**src/rtl/wb_rr_arbiter_if.sv**
```systemverilog
// Bundle of the four-master request side and the single shared slave port of wb_rr_arbiter.
// Handshake: a master's cyc/stb act as valid; the slave's ack/err complete the beat in the cycle they are high.
interface wb_rr_arbiter_if;
  logic [127:0] m_adr_i;
  logic [127:0] m_dat_i;
  logic [15:0]  m_sel_i;
  logic [3:0]   m_we_i;
  logic [3:0]   m_cyc_i;
  logic [3:0]   m_stb_i;
  logic [31:0]  m_dat_o;
  logic [3:0]   m_ack_o;
  logic [3:0]   m_err_o;
  logic [31:0]  s_adr_o;
  logic [31:0]  s_dat_o;
  logic [3:0]   s_sel_o;
  logic         s_we_o;
  logic         s_cyc_o;
  logic         s_stb_o;
  logic [31:0]  s_dat_i;
  logic         s_ack_i;
  logic         s_err_i;

  // slave: the arbiter's own view (it serves the masters and drives the shared slave port)
  modport slave (
    input  m_adr_i, m_dat_i, m_sel_i, m_we_i, m_cyc_i, m_stb_i,
    input  s_dat_i, s_ack_i, s_err_i,
    output m_dat_o, m_ack_o, m_err_o,
    output s_adr_o, s_dat_o, s_sel_o, s_we_o, s_cyc_o, s_stb_o
  );

  // master: the surrounding masters plus the downstream slave
  modport master (
    output m_adr_i, m_dat_i, m_sel_i, m_we_i, m_cyc_i, m_stb_i,
    output s_dat_i, s_ack_i, s_err_i,
    input  m_dat_o, m_ack_o, m_err_o,
    input  s_adr_o, s_dat_o, s_sel_o, s_we_o, s_cyc_o, s_stb_o
  );
endinterface

```
**src/rtl/wb_rr_arbiter.sv**
```systemverilog
// Round-robin Wishbone arbiter: four masters share the ddr0 slave port, grant held for a whole cyc burst,
// with a per-transfer watchdog that turns a hung slave into an err back to the requester.
module wb_rr_arbiter #(
  parameter int timeout_cycles = 255
) (
  input  logic                 clk,
  input  logic                 reset,
  wb_rr_arbiter_if.slave       bus,
  output logic [1:0]           grant,
  output logic                 busy,
  output logic [7:0]           timeout_cnt
);

  localparam int WD_W = (timeout_cycles > 256) ? $clog2(timeout_cycles) : 8;
  localparam int WD_LAST_INT = (timeout_cycles > 0) ? timeout_cycles - 1 : 0;
  localparam logic [WD_W-1:0] WD_LAST = WD_LAST_INT[WD_W-1:0];
  localparam bit WD_EN = (timeout_cycles != 0);

  typedef enum logic {
    S_IDLE = 1'b0,
    S_BUSY = 1'b1
  } state_t;

  state_t          state_q, state_d;
  logic [1:0]      grant_q, grant_d;
  logic [1:0]      ptr_q, ptr_d;
  logic [WD_W-1:0] wd_q, wd_d;
  logic [7:0]      tcnt_q, tcnt_d;

  logic [1:0]      rr_pick;
  logic [1:0]      rr_idx;
  logic            rr_found;
  logic            strobed;
  logic            wd_fire;

  // ptr resets to 3 so that master 0 is first in line after reset
  always_ff @(posedge clk or posedge reset) begin
    if (reset) begin
      state_q <= S_IDLE;
      grant_q <= 2'd0;
      ptr_q   <= 2'd3;
      wd_q    <= '0;
      tcnt_q  <= 8'd0;
    end else begin
      state_q <= state_d;
      grant_q <= grant_d;
      ptr_q   <= ptr_d;
      wd_q    <= wd_d;
      tcnt_q  <= tcnt_d;
    end
  end

  always_comb begin
    rr_pick  = ptr_q;
    rr_idx   = 2'd0;
    rr_found = 1'b0;
    for (int i = 1; i <= 4; i++) begin
      rr_idx = ptr_q + 2'(i);
      if (!rr_found && bus.m_cyc_i[rr_idx]) begin
        rr_pick  = rr_idx;
        rr_found = 1'b1;
      end
    end
  end

  always_comb begin
    state_d = state_q;
    grant_d = grant_q;
    ptr_d   = ptr_q;
    unique case (state_q)
      S_IDLE: begin
        if (|bus.m_cyc_i) begin
          grant_d = rr_pick;
          state_d = S_BUSY;
        end
      end
      S_BUSY: begin
        // stb may toggle within a burst; only cyc ends the tenure
        if (!bus.m_cyc_i[grant_q]) begin
          ptr_d   = grant_q;
          state_d = S_IDLE;
        end
      end
      default: state_d = S_IDLE;
    endcase
  end

  // A master dropping cyc in the firing cycle is not strobed, so no err and no count
  always_comb begin
    strobed = (state_q == S_BUSY) && bus.m_cyc_i[grant_q] && bus.m_stb_i[grant_q];
    wd_fire = WD_EN && strobed && !bus.s_ack_i && !bus.s_err_i && (wd_q == WD_LAST);
    wd_d    = (!strobed || bus.s_ack_i || bus.s_err_i || wd_fire) ? '0 : wd_q + WD_W'(1);
    tcnt_d  = (wd_fire && tcnt_q != 8'hFF) ? tcnt_q + 8'd1 : tcnt_q;
  end

  always_comb begin
    bus.m_dat_o = bus.s_dat_i;
    bus.m_ack_o = 4'b0000;
    bus.m_err_o = 4'b0000;
    bus.s_adr_o = 32'd0;
    bus.s_dat_o = 32'd0;
    bus.s_sel_o = 4'b0000;
    bus.s_we_o  = 1'b0;
    bus.s_cyc_o = 1'b0;
    bus.s_stb_o = 1'b0;
    if (state_q == S_BUSY) begin
      bus.s_adr_o          = bus.m_adr_i[{grant_q, 5'd0} +: 32];
      bus.s_dat_o          = bus.m_dat_i[{grant_q, 5'd0} +: 32];
      bus.s_sel_o          = bus.m_sel_i[{grant_q, 2'd0} +: 4];
      bus.s_we_o           = bus.m_we_i[grant_q];
      bus.s_cyc_o          = bus.m_cyc_i[grant_q];
      bus.s_stb_o          = bus.m_stb_i[grant_q];
      bus.m_ack_o[grant_q] = bus.s_ack_i;
      bus.m_err_o[grant_q] = bus.s_err_i | wd_fire;
    end
  end

  assign grant       = grant_q;
  assign busy        = (state_q == S_BUSY);
  assign timeout_cnt = tcnt_q;

endmodule

```
**src/flat_wrapper.sv**
```systemverilog
// flat-port wrapper written by rule: the top's interface ports become plain ports
module wb_rr_arbiter_flat 
#(
  parameter int timeout_cycles = 255
)
  (clk, reset, grant, busy, timeout_cnt, bus_m_adr_i, bus_m_dat_i, bus_m_sel_i, bus_m_we_i, bus_m_cyc_i, bus_m_stb_i, bus_s_dat_i, bus_s_ack_i, bus_s_err_i, bus_m_dat_o, bus_m_ack_o, bus_m_err_o, bus_s_adr_o, bus_s_dat_o, bus_s_sel_o, bus_s_we_o, bus_s_cyc_o, bus_s_stb_o);
  wb_rr_arbiter_if bus_i ();
  input  logic clk;
  input  logic reset;
  output logic [1:0] grant;
  output logic busy;
  output logic [7:0] timeout_cnt;
  input wire logic [$bits(bus_i.m_adr_i)-1:0] bus_m_adr_i;
  input wire logic [$bits(bus_i.m_dat_i)-1:0] bus_m_dat_i;
  input wire logic [$bits(bus_i.m_sel_i)-1:0] bus_m_sel_i;
  input wire logic [$bits(bus_i.m_we_i)-1:0] bus_m_we_i;
  input wire logic [$bits(bus_i.m_cyc_i)-1:0] bus_m_cyc_i;
  input wire logic [$bits(bus_i.m_stb_i)-1:0] bus_m_stb_i;
  input wire logic [$bits(bus_i.s_dat_i)-1:0] bus_s_dat_i;
  input wire logic [$bits(bus_i.s_ack_i)-1:0] bus_s_ack_i;
  input wire logic [$bits(bus_i.s_err_i)-1:0] bus_s_err_i;
  output wire logic [$bits(bus_i.m_dat_o)-1:0] bus_m_dat_o;
  output wire logic [$bits(bus_i.m_ack_o)-1:0] bus_m_ack_o;
  output wire logic [$bits(bus_i.m_err_o)-1:0] bus_m_err_o;
  output wire logic [$bits(bus_i.s_adr_o)-1:0] bus_s_adr_o;
  output wire logic [$bits(bus_i.s_dat_o)-1:0] bus_s_dat_o;
  output wire logic [$bits(bus_i.s_sel_o)-1:0] bus_s_sel_o;
  output wire logic [$bits(bus_i.s_we_o)-1:0] bus_s_we_o;
  output wire logic [$bits(bus_i.s_cyc_o)-1:0] bus_s_cyc_o;
  output wire logic [$bits(bus_i.s_stb_o)-1:0] bus_s_stb_o;
  assign bus_i.m_adr_i = bus_m_adr_i;
  assign bus_i.m_dat_i = bus_m_dat_i;
  assign bus_i.m_sel_i = bus_m_sel_i;
  assign bus_i.m_we_i = bus_m_we_i;
  assign bus_i.m_cyc_i = bus_m_cyc_i;
  assign bus_i.m_stb_i = bus_m_stb_i;
  assign bus_i.s_dat_i = bus_s_dat_i;
  assign bus_i.s_ack_i = bus_s_ack_i;
  assign bus_i.s_err_i = bus_s_err_i;
  assign bus_m_dat_o = bus_i.m_dat_o;
  assign bus_m_ack_o = bus_i.m_ack_o;
  assign bus_m_err_o = bus_i.m_err_o;
  assign bus_s_adr_o = bus_i.s_adr_o;
  assign bus_s_dat_o = bus_i.s_dat_o;
  assign bus_s_sel_o = bus_i.s_sel_o;
  assign bus_s_we_o = bus_i.s_we_o;
  assign bus_s_cyc_o = bus_i.s_cyc_o;
  assign bus_s_stb_o = bus_i.s_stb_o;
  wb_rr_arbiter #(.timeout_cycles(timeout_cycles)) u_core (.clk(clk), .reset(reset), .bus(bus_i), .grant(grant), .busy(busy), .timeout_cnt(timeout_cnt));
endmodule
```
**config.mk**
```make
export PLATFORM = sky130hd
export DESIGN_NAME = wb_rr_arbiter_flat
export DESIGN_NICKNAME = d
export VERILOG_FILES = /design/src/rtl/wb_rr_arbiter_if.sv /design/src/rtl/wb_rr_arbiter.sv /design/src/flat_wrapper.sv
export SDC_FILE = /design/constraint.sdc
export NUM_CORES = 1
export LEC_CHECK = 0
export CAP_MARGIN = 0
export CORE_AREA = 4 4 169 171
export DETAILED_ROUTE_END_ITERATION = 8
export DIE_AREA = 0 0 173 175
export RECOVER_POWER = 25
export SYNTH_ARGS = -nofsm -noshare
export SYNTH_HDL_FRONTEND = slang
export SYNTH_SLANG_ARGS = --single-unit
```
**constraint.sdc**
```tcl
create_clock -name clk -period 2.1 [get_ports clk]
set_input_delay 0.21 -clock clk [delete_from_list [all_inputs] [get_ports clk]]
set_output_delay 0.21 -clock clk [all_outputs]
set_load 0.01 [all_outputs]
```
**After elaboration in Yosys (flattened, before gate mapping)**

Cells that the tools add are included.

- Add/subtract/negate cells: 5
- Magnitude comparators: 6
- Equal/unequal tests: 2
- Shift-type cells: 3
- Muxes and demuxes: 35
- Bitwise operators: 5
- Reductions and logical operators: 22

Operators by type and width:

| kind | number |
|---|---|
| indexed part select 128 x 8 -> 32 bit | 2 |
| 2-to-1 mux 32 bit | 2 |
| adder 8 x 1 -> 8 bit, second input constant | 2 |
| 2-to-1 mux 1 bit | 16 |
| indexed part select 16 x 5 -> 4 bit | 1 |
| less-than comparator 2 x 3 -> 1 bit, second input constant | 5 |
| binary-select mux 1 bit (select 2 bit) | 7 |
| 2-to-1 mux 4 bit | 3 |
| logical AND 1 bit | 10 |
| AND 4 bit | 2 |
| == test 8 bit, second input constant | 1 |
| 2-to-1 mux 2 bit | 4 |
| 2-to-1 mux 8 bit | 1 |
| != test 8 bit, second input constant | 1 |
| logical NOT 1 bit | 6 |
| adder 2 bit, second input constant | 2 |
| AND reduction 2 bit | 2 |
| OR reduction 4 bit | 1 |
| logical OR 1 bit | 3 |
| adder 2 x 1 -> 2 bit, second input constant | 1 |
| demux 1 bit (select 2 bit) | 1 |
| greater-or-equal comparator 2 x 1 -> 1 bit, second input constant | 1 |
| inverter 1 bit | 2 |
| case mux 1 bit (2 select lines) | 1 |
| bitwise OR 1 bit | 1 |

- Flip-flop bits (word level): 21
- Input port bits: 320
- Output and inout bits: 122
- Logic and storage cells: 83

**Longest topological paths before layout**

- Depth after elaboration: 13
- Depth in mapped cells: 6
- Mapped depth without buffers: 6

**Least setup slack after synthesis**

No wires, ideal clock.

- Kind: reg2out
- Start: reg u_core.grant_q[0] (netlist: u_core.grant[0])
- End: out bus_s_adr_o[0]
- Data arrival time: 1.713 ns
- Data required time: 1.890 ns
- Slack: 0.177 ns
- Cell stages (with the launch flop): 6
- Path buffers: 3
- Cells stage by stage: dfrtp_1 -> buf_6 -> buf_4 -> buf_2 -> mux4_2 -> and2_1

- Longest elaborated chain between the ends: 2

RTL lines:

| what | line | text |
|---|---|---|
| from (decl) | wb_rr_arbiter.sv:25 | `logic [1:0] grant_q, grant_d;` |
| from (signal assigned) | wb_rr_arbiter.sv:46 | `grant_q <= grant_d;` |
| indexed part select 128 x 8 -> 32 bit | wb_rr_arbiter.sv:107 | `bus.s_adr_o = bus.m_adr_i[{grant_q, 5'd0} +: 32];` |
| 2-to-1 mux 32 bit | wb_rr_arbiter.sv:106 | `if (state_q == S_BUSY) begin` |
| to (decl) | flat_wrapper.sv:25 | `output wire logic [$bits(bus_i.s_adr_o)-1:0] bus_s_adr_o;` |

Every way passes these cells.

**Worst setup path in the final report**

- Start: reg u_core.grant_q[0] (netlist: u_core.grant[0])
- End: out bus_s_dat_o[20]

- Longest elaborated chain between the ends: 2

RTL lines:

| what | line | text |
|---|---|---|
| indexed part select 128 x 8 -> 32 bit | wb_rr_arbiter.sv:108 | `bus.s_dat_o = bus.m_dat_i[{grant_q, 5'd0} +: 32];` |
| 2-to-1 mux 32 bit | wb_rr_arbiter.sv:106 |  |
| to (decl) | flat_wrapper.sv:26 | `output wire logic [$bits(bus_i.s_dat_o)-1:0] bus_s_dat_o;` |

Every way passes these cells.

==> flow_summary.yaml <==
outcome:
  status: "finished with violations"
  violations: "negative setup slack"
clock_tree:
  clk_pin_slew_ns: 0.06
  clock_sinks: 21
  clockRootBuffer: "clkbuf_16"
  cts_buffers: 3
  insertion_delay_ns: 0.25
  clk_path_buf_depth: 2
  holdBufCountCts: 0
  h-tree-depth: 1
  tritoncts: "done"
synthesis:
  synth-main-ff-cell: "dfrtp_1"
  synth_cell_types: 35
  syn-cell-area_um2: 3536
  synth.yosys.seq_area_share_pct: 14.93
  yosys_warnings: 0
  synth_area_leader_cell: "mux4_2"
  ys_ff_latch: 21
  syn-num-nets: 636
  netlist_instances: 313
  synth_edf_count: 0
  yosys.area.top_type_share_pct: 45.22
  synth.area.top_cells: "mux4_2 (45%), dfrtp_1 (13%), and2_1 (13%)"
  async_flop_share_pct: 100.0
  syn_avg_cell_area_um2: 11.30
setup_path:
  critPathBufInv: 4
  cp-end-kind: "primary output"
  reg2reg_slack_ns: 0.08
  cp.required_ns: 1.89
  cpMostUsedCell: "buf_6"
  crit_chain: "buf_12, buf_8, buf_6, mux4_2, and2_4, buf_6"
  crit_family: "buffers and inverters"
  slowest_delay_ns: 0.50
  worst_path_max_delay_cell: "dfrtp_4"
  path_class: "reg -> out"
  critPathArrivalTime_ns: 1.96
  startpoint_type: "flop"
  cp_max_fo: 8
layout:
  seqCellArea_um2: 536.8
  num-nets-final: 1010
  num-fill-cells: 2798
  final_area_um2: 8026
  diodes: 0
  syn_to_final_growth_pct: 127.0
  final_cells: 1027
  utilization_pct: 29.87
  drive_gt1_share_pct: 36.01
  multi_input_area_um2: 2734
flow_run:
  drv_cap: 0
timing:
  whs_ns: 0.2898
  slew_viol_final: 0
  max_freq_mhz: 460.0
  finalHoldViolations: 0
  finalCriticalPeriod_ns: 2.174
  fin_crit_sh_pct: 103.5
  worst_pin_slew_ns: 0.6168
  fin_setup_tns_ns: -0.5501
  rsz0062_at_grt: "true"
  fin_ws_ns: -0.07397
  setup_viol: 15
  finClkSkew_ns: 0.003873
  maxSlewHeadroom_pct: 58.70
power_and_ir_drop:
  vdd_drop_max_mv: 0.2846
  power_mw: 8.116
  p_leak_nw: 3.167
  power.density_nw_per_um2: 1011
detailed_routing:
  wl_um: 20100
  drt_first_pass_iters: 4
  vias_per_cell: 4.028
  routed-via-count: 4137
  wl_per_cell_um: 19.57
  drt-initial-drc-count: 108
  drc: 0
  ant_nets: 0
global_routing:
  grt_max_degree: 40
  gr-total-overflow: 0
  grt_pass1_vias: 4616
  grt.total_usage_pct: 12.53
  grt_pass1_wl_um: 30020
  antenna_found_initial: 0
placed_design:
  dp_cells: 1008
  gp_congestion: 0.8010
  port_buffers: 377
  hpwl_um: 16840
  pre_cts_slack_ns: -0.2102
  place_area_um2: 7756
floorplan:
  coreArea_um2: 26880
  die_h_um: 175
  die_w_um: 173
  die_area_um2: 30280
  io_pins: 442
  start_util_pct: 13.16
  rows: 60
min_path:
  hp-class: "in -> async"
[placed cells by master, fill, tap and decap left out, drive strengths merged, types with 4 or more instances in the layout]
cell type and count:
and2 71, mux4 71, nand2 8, mux2 5
dlygate4sd2 4, nand2b 7, nor3 6, nand3 5
clkdlybuf4s50 298, clkbuf 15, xor2 8, a21oi 4
buf 110, nor2 20, o21ai 5, dfrtp 19
[report_power, final]
part           switching (mW)  total (mW)  internal, mW
sequential              0.104       0.592         0.489
combinational            2.80        7.11          4.32
clock                   0.151       0.408         0.258
total                    3.05        8.12          5.06
[worst min-delay path, cell delays in order]
cell             delay [ns]
clkdlybuf4s50_1        0.40
inv_1                  0.05
buf_4                  0.27
[layout make-up]
type                            count  area share, %
Timing Repair Buffer              427          52.77
Multi-Input combinational cell    231          34.06
Sequential cell                    21          6.687
Tap cell                          341          5.316
Clock buffer                        3         0.9353
Inverter                            3         0.1403
Clock inverter                      1        0.09353
[metal layers]
metal  GRT usage (%)  vias up  part of all wire (%)
met5               0        -                     0
met4           1.197        0                  0.66
met3           3.527        8                   7.3
met2           22.10      200                    51
met1           15.87     2038                    41
li1                -     1891                     -
[final timing paths]
path                            depth (start not counted)             startpoint                     to
worst max-delay path                                    6        u_core.grant[0]        bus_s_dat_o[20]
worst min-delay path                                    3                  reset         u_core.wd_q[4]
worst max register to register                          6        u_core.grant[0]  u_core.timeout_cnt[1]
worst min register to register                          1  u_core.timeout_cnt[7]  u_core.timeout_cnt[7]
max in group asynchronous                               3                  reset        u_core.ptr_q[1]
min in group clk                                        0        bus_s_dat_i[10]        bus_m_dat_o[10]
[cells by family after synthesis]
family	Yosys count	synth area share, %
and+or+nand+nor	129	21.59
muxes	76	46.92
buffers and inverters	61	10.54
DFF	21	14.93
AOI/OAI and AO/OA	12	2.229
xor gates and xnor gates	11	2.725
adders and majority gates	3	1.062
[flip-flops by register name, indices dropped and copies added (netlist names)]
register,count
u_core.busy,1
u_core.wd_q,8
u_core.grant,2
u_core.timeout_cnt,8
u_core.ptr_q,2
[timing repair]
| action | CTS | global route |
|---|---|---|
| gates cloned | 4 | 0 |
| endpoints found under the setup margin | 78 | 80 |
| pin swaps | 36 | 8 |
| gates resized for setup | 319 | 73 |
| buffers inserted | 15 | 0 |
[Yosys cell counts, drive strengths merged, types with 2 or more instances]
cell type,n
dfrtp,19
dfstp,2
a21oi,4
nand2b,7
mux2,5
nor4,3
nor2,20
nand4,3
nand2,8
nor3,6
buf,43
nand3,5
clkbuf,15
nor2b,2
mux4,71
o21ai,5
inv,3
ha,3
and2,71
xor2,8
xnor2,3
Power figures use the tool's default switching activity.
==> edit 1 (same settings) <==
`wd_q` no longer has a reset.
--- a/src/rtl/wb_rr_arbiter.sv
+++ b/src/rtl/wb_rr_arbiter.sv
@@ -39,15 +39,17 @@
       state_q <= S_IDLE;
       grant_q <= 2'd0;
       ptr_q   <= 2'd3;
-      wd_q    <= '0;
       tcnt_q  <= 8'd0;
     end else begin
       state_q <= state_d;
       grant_q <= grant_d;
       ptr_q   <= ptr_d;
-      wd_q    <= wd_d;
       tcnt_q  <= tcnt_d;
     end
+  end
+
+  always_ff @(posedge clk) begin
+    wd_q <= wd_d;
   end
 
   always_comb begin
Behaviour: same outputs for any inputs over 4 cycles, from zero or initial values and one cycle with reset high; that may be too few to reach the edited logic, so the function may still have changed.
==> edit 1 against the original RTL <==
The flow still finishes with violations (negative setup slack). Total power shrank 0.60%. Sequential power shrank 3%. Combinational power is essentially flat. Cell area shrank 0.86%. Routed wire length shrank 3.0%. Critical path depth is the same. Hold slack gained 0.057 ns. Synthesized cell count shrank 0.32%. Highest routed layer unchanged. Die area is the same. Setup slack gained 0.038 ns. Sequential cell count is the same. Area after synthesis shrank 2.4%. Non-clock buffer count grew 4. Sequential share of layout area shrank 0.45 points.
==> edit 1: results (changes against the original RTL) <==
Max-slew violation count: 0 (unchanged)
Netlist cell types: 33 (was 35)
Leakage dissipation: 3.13 nW (was 3.17 nW)
Violations in the final reports: negative setup slack (unchanged)
Final setup violating endpoints: 11 (was 15)
Cells taking the most area after synthesis: sky130_fd_sc_hd__mux4_2 (46%), sky130_fd_sc_hd__and2_1 (13%), sky130_fd_sc_hd__dfrtp_1 (8.0%), sky130_fd_sc_hd__buf_4 (7.8%), sky130_fd_sc_hd__dfxtp_1 (4.6%) (was sky130_fd_sc_hd__mux4_2 (45%), sky130_fd_sc_hd__dfrtp_1 (13%), sky130_fd_sc_hd__and2_1 (13%), sky130_fd_sc_hd__buf_4 (7.2%), sky130_fd_sc_hd__nor2_1 (2.0%))
Vias in the first global route: 4472 (was 4616)
Vias after detailed routing: 4149 (was 4137)
Worst Setup Slack post-DPL: -0.326 ns (was -0.210 ns)
# nets final: 1012 (was 1010)
Final Wtd Congestion: 0.842 (was 0.801)
Pin count of the biggest net entering global routing: 45 (was 40)
Mux contribution to synthesized area: 0.476 (was 0.469)
Maximum fanout count along the critical path: 6 (was 8)
Clock Skews: 0.00109 ns (was 0.00387 ns)
Post-Syn Nets: 635 (was 636)
Fraction of synthesized cell area in xor and xnor cells: 0.0330 (was 0.0272)
Final setup slack of the worst path: -0.0356 ns (was -0.0740 ns)
Register clock-pin slew on the reported worst setup and hold paths: 0.06 ns (about the same)
Worst-case headroom to the max-slew limit: 0.524 (was 0.587)
Result of the run: complete, but fails checks (unchanged)
Total wire length after detailed routing: 19.5 mm (was 20.1 mm)
Total global-route track usage: 0.119 (was 0.125)
Share of the yosys chip area belonging to registers: 0.141 (was 0.149)
Cell Int Power: 5.05 mW (was 5.06 mW)
Register-to-register path setup slack: 0.13 ns (was 0.08 ns)
Global-route wire length before repair: 28.4 mm (was 30.0 mm)
Proportion of synthesized flip-flops having asynchronous set or reset: 0.619 (was 1.00)
Top cell types by occurrence after synthesis: sky130_fd_sc_hd__and2_1 (71), sky130_fd_sc_hd__mux4_2 (71), sky130_fd_sc_hd__buf_4 (36), sky130_fd_sc_hd__nor2_1 (20), sky130_fd_sc_hd__clkbuf_1 (15) (was sky130_fd_sc_hd__and2_1 (71), sky130_fd_sc_hd__mux4_2 (71), sky130_fd_sc_hd__buf_4 (34), sky130_fd_sc_hd__dfrtp_1 (19), sky130_fd_sc_hd__nor2_1 (19))
Max stage delay on crit path: 0.52 ns (was 0.50 ns)
Average footprint of a synthesized cell: 11.1 µm² (was 11.3 µm²)
HPWL after DPL: 16.4 mm (was 16.8 mm)
Adder and majority gate portion of the synthesized area: 0.0109 (was 0.0106)
Setup TNS: -0.164 ns (was -0.550 ns)
Peak ir drop on the vdd network: 0.508 mV (was 0.285 mV)
==> edit 1: final cells by class <==
| class | count | area, µm² | area share |
|---|---|---|---|
| Tap cell | 341 | 427 | 0.0536 |
| Multi-Input combinational cell | 229 | 2710 | 0.340 |
| Timing Repair Buffer | 431 | 4240 | 0.532 |
| Inverter | 3 | 11.3 | 0.00142 |
| Clock buffer | 4 | 78.8 | 0.00991 |
| Sequential cell | 21 | 497 | 0.0624 |
==> edit 1: how the worst max path moves through the flow <==
stage / cells after the start / slack [ns] / endpoint / from
final: 6 / -0.04 / bus_s_adr_o[0] / u_core.grant[0]
after global routing: 7 / -0.12 / bus_m_err_o[0] / u_core.grant[0]
after CTS: 6 / -0.08 / bus_s_adr_o[2] / u_core.grant[0]
after detailed placement: 6 / -0.33 / bus_m_err_o[0] / bus_m_cyc_i[2]
after global placement: 6 / -0.32 / bus_m_err_o[0] / bus_m_cyc_i[2]
after floorplan: 5 / 0.16 / bus_s_adr_o[22] / u_core.grant[0]
==> edit 1: metal layers <==
metal  up-vias  share of wire  global-route usage
li1       1896              -                   -
met3        10          0.088              0.0368
met1      2000           0.40               0.145
met5         -              0                   0
met4         0         0.0071              0.0133
met2       243           0.51               0.212
==> edit 1: timing repair <==
action	CTS	global route
setup buffers	17	3
endpoints found under the setup margin	79	77
gates resized for setup	381	30
gates cloned	3	0
pin swaps	30	3
==> edit 1: power by group through the flow <==
stage,Clock [mW],Combinational (mW),Sequential [mW]
finish,0.402,7.09,0.576
global route,0.430,7.59,0.587
detailed placement,0,6.45,0.580
floorplan,0,3.33,0.531
global placement,0,6.45,0.572
CTS,0.414,6.96,0.582
==> edit 2 (config.mk and constraints unchanged) <==
Without the edit above. `timeout_cycles` is set to 255 in 2 places; all go to 510.
--- a/src/rtl/wb_rr_arbiter.sv
+++ b/src/rtl/wb_rr_arbiter.sv
@@ -1,7 +1,7 @@
 // Round-robin Wishbone arbiter: four masters share the ddr0 slave port, grant held for a whole cyc burst,
 // with a per-transfer watchdog that turns a hung slave into an err back to the requester.
 module wb_rr_arbiter #(
-  parameter int timeout_cycles = 255
+  parameter int timeout_cycles = 510
 ) (
   input  logic                 clk,
   input  logic                 reset,
--- a/src/flat_wrapper.sv
+++ b/src/flat_wrapper.sv
@@ -1,7 +1,7 @@
 // flat-port wrapper written by rule: the top's interface ports become plain ports
 module wb_rr_arbiter_flat 
 #(
-  parameter int timeout_cycles = 255
+  parameter int timeout_cycles = 510
 )
   (clk, reset, grant, busy, timeout_cnt, bus_m_adr_i, bus_m_dat_i, bus_m_sel_i, bus_m_we_i, bus_m_cyc_i, bus_m_stb_i, bus_s_dat_i, bus_s_ack_i, bus_s_err_i, bus_m_dat_o, bus_m_ack_o, bus_m_err_o, bus_s_adr_o, bus_s_dat_o, bus_s_sel_o, bus_s_we_o, bus_s_cyc_o, bus_s_stb_o);
   wb_rr_arbiter_if bus_i ();
Behaviour: no difference found for any inputs over 4 cycles, from zero or initial values and one cycle with reset high; that may be too few to reach the edited logic, so the function may still have changed.
==> edit 2 against the original RTL <==
Register-to-register slack got worse by 0.16 ns. The flow still finishes with violations (negative setup slack). Total power rose by 9.1%. Combinational power rose by 8.6%. Sequential cell count rose by 1. Clock power rose by 32%. Routed wire length rose by 1.6%. Critical endpoint is now bus_m_err_o[3]. Global-route usage rose by 0.11 points. Cell area rose by 5.8%. Via count rose by 2.2%. Cell count rose by 1.3%. Largest cell class unchanged. Core utilization rose by 1.7 points. Setup slack got worse by 0.026 ns. Area after synthesis rose by 2.7%. Non-clock buffer count rose by 8.
==> edit 2: results (changes against the original RTL) <==
Part of the power in combinational logic: 0.872 (was 0.877)
Vias after detailed routing: 4230 (was 4137)
Post-Syn Nets: 644 (was 636)
Post-DP Area: 0.00778 mm² (was 0.00776 mm²)
Max stage delay on crit path: 0.53 ns (was 0.50 ns)
Peak ir drop on the vdd network: 0.434 mV (was 0.285 mV)
Worst endpoint data arrival time: 1.99 ns (was 1.96 ns)
Pin count of the biggest net entering global routing: 51 (was 40)
Leakage dissipation: 3.38 nW (was 3.17 nW)
Cells taking the most area after synthesis: sky130_fd_sc_hd__mux4_2 (44%), sky130_fd_sc_hd__dfrtp_1 (14%), sky130_fd_sc_hd__and2_1 (12%), sky130_fd_sc_hd__buf_4 (7.0%), sky130_fd_sc_hd__xor2_1 (2.4%) (was sky130_fd_sc_hd__mux4_2 (45%), sky130_fd_sc_hd__dfrtp_1 (13%), sky130_fd_sc_hd__and2_1 (13%), sky130_fd_sc_hd__buf_4 (7.2%), sky130_fd_sc_hd__nor2_1 (2.0%))
Clock Skews: 0.00712 ns (was 0.00387 ns)
Storage cell area: 562 µm² (was 537 µm²)
Iter 0 DRT Violations: 186 (was 108)
Register-to-register path setup slack: -0.08 ns (was 0.08 ns)
Top cell types by occurrence after synthesis: sky130_fd_sc_hd__and2_1 (72), sky130_fd_sc_hd__mux4_2 (71), sky130_fd_sc_hd__buf_4 (34), sky130_fd_sc_hd__dfrtp_1 (20), sky130_fd_sc_hd__nor2_1 (20) (was sky130_fd_sc_hd__and2_1 (71), sky130_fd_sc_hd__mux4_2 (71), sky130_fd_sc_hd__buf_4 (34), sky130_fd_sc_hd__dfrtp_1 (19), sky130_fd_sc_hd__nor2_1 (19))
Worst reg2reg path depth: 7 (was 6)
Final Wtd Congestion: 0.825 (was 0.801)
HPWL after DPL: 17.6 mm (was 16.8 mm)
Vias in the first global route: 4866 (was 4616)
Total global-route track usage: 0.126 (was 0.125)
Netlist cell types: 38 (was 35)
Worst Setup Slack post-DPL: -0.336 ns (was -0.210 ns)
Violations in the final reports: negative setup slack (unchanged)
Worst-case headroom to the max-slew limit: 0.655 (was 0.587)
Global-route wire length before repair: 29.8 mm (was 30.0 mm)
Clock power frac: 0.061 (was 0.050)
Dominant delay contributor by cell family on the critical path: flip-flops (was buffers and inverters)
Final setup violating endpoints: 37 (was 15)
Share of the yosys chip area belonging to registers: 0.152 (was 0.149)
Share of layout cells above drive strength 1: 0.408 (was 0.360)
Launching point of the worst reg2reg path: u_core.grant[0] (unchanged)
Switching power summed over all nets: 3.17 mW (was 3.05 mW)
Result of the run: complete, but fails checks (unchanged)
Final setup slack of the worst path: -0.0998 ns (was -0.0740 ns)
-- edit 2: changes by cell type after synthesis, moves of 2 or more --
cell / delta
sky130_fd_sc_hd__mux2_2: +2
sky130_fd_sc_hd__or2_2: +2
sky130_fd_sc_hd__nor4b_2: +2
sky130_fd_sc_hd__nand3_1: +2
sky130_fd_sc_hd__nor3_1: -4
sky130_fd_sc_hd__nand2_1: -4
sky130_fd_sc_hd__mux2_1: -3
sky130_fd_sc_hd__xnor2_1: -2
sky130_fd_sc_hd__buf_2: +3
sky130_fd_sc_hd__and3_1: +4
sky130_fd_sc_hd__xor2_1: +2
-- edit 2: what timing repair did --
item                       in CTS  in global routing
gates resized for setup       402                 73
pin swaps                      16                 14
buffers inserted               15                  4
cloned                          5                  1
setup endpoints to repair      78                 80
-- edit 2: metal layers --
layer,share of wire,vias to the layer above,track usage
li1,-,1939,-
met1,0.37,2060,0.145
met2,0.54,213,0.237
met3,0.078,18,0.0389
met4,0.011,0,0.0163
met5,0,-,0
-- edit 2: logic make-up (layout without fill, tap and decap cells) --
logic type                 after synthesis  after routing  synth area share
muxes                                   77             77             0.461
AOI/OAI and AO/OA                       12             12            0.0207
DFF                                     22             22             0.152
xor gates and xnor gates                11             11            0.0265
and+or+nand+nor                        132            132             0.222
buffers and inverters                   64            442             0.107
adders and majority gates                3              3            0.0103
-- edit 2: area by class of cell --
type / instances / share of cell area
Inverter: 3 / 0.00133
Multi-Input combinational cell: 235 / 0.344
Tap cell: 341 / 0.0502
Timing Repair Buffer: 435 / 0.526
Clock inverter: 1 / 0.00354
Sequential cell: 22 / 0.0662
Clock buffer: 3 / 0.00884
-- edit 2: per-stage QoR --
step	total power, mW	std cells	hold WS (ns)	TNS, ns
final	8.85	1040	0.301	-1.56
after global routing	9.44	1040	0.340	-5.04
after CTS	8.67	1038	0.311	-2.48
after detailed placement	7.17	1014	0.420	-12.96
after global placement	7.13	1014	0.420	-12.59
after floorplan	3.86	321	0.198	0
-- edit 2: worst max-delay path by stage --
stage                                from              to  slack (ns)  cells after the start
final                     u_core.grant[0]  bus_m_err_o[3]        -0.1                      6
after global routing      u_core.grant[0]  bus_m_err_o[0]       -0.19                      6
after CTS                 u_core.grant[0]  bus_m_err_o[0]       -0.14                      6
after detailed placement   bus_m_cyc_i[0]  bus_m_err_o[0]       -0.34                      6
after global placement     bus_m_cyc_i[0]  bus_m_err_o[0]       -0.38                      6
after floorplan           u_core.grant[0]  bus_m_err_o[0]        0.16                      6
-- edit 2: worst min-delay path, stage by stage --
cell                              delay, ns
sky130_fd_sc_hd__clkdlybuf4s50_1       0.39
sky130_fd_sc_hd__inv_1                 0.05
sky130_fd_sc_hd__buf_4                 0.29
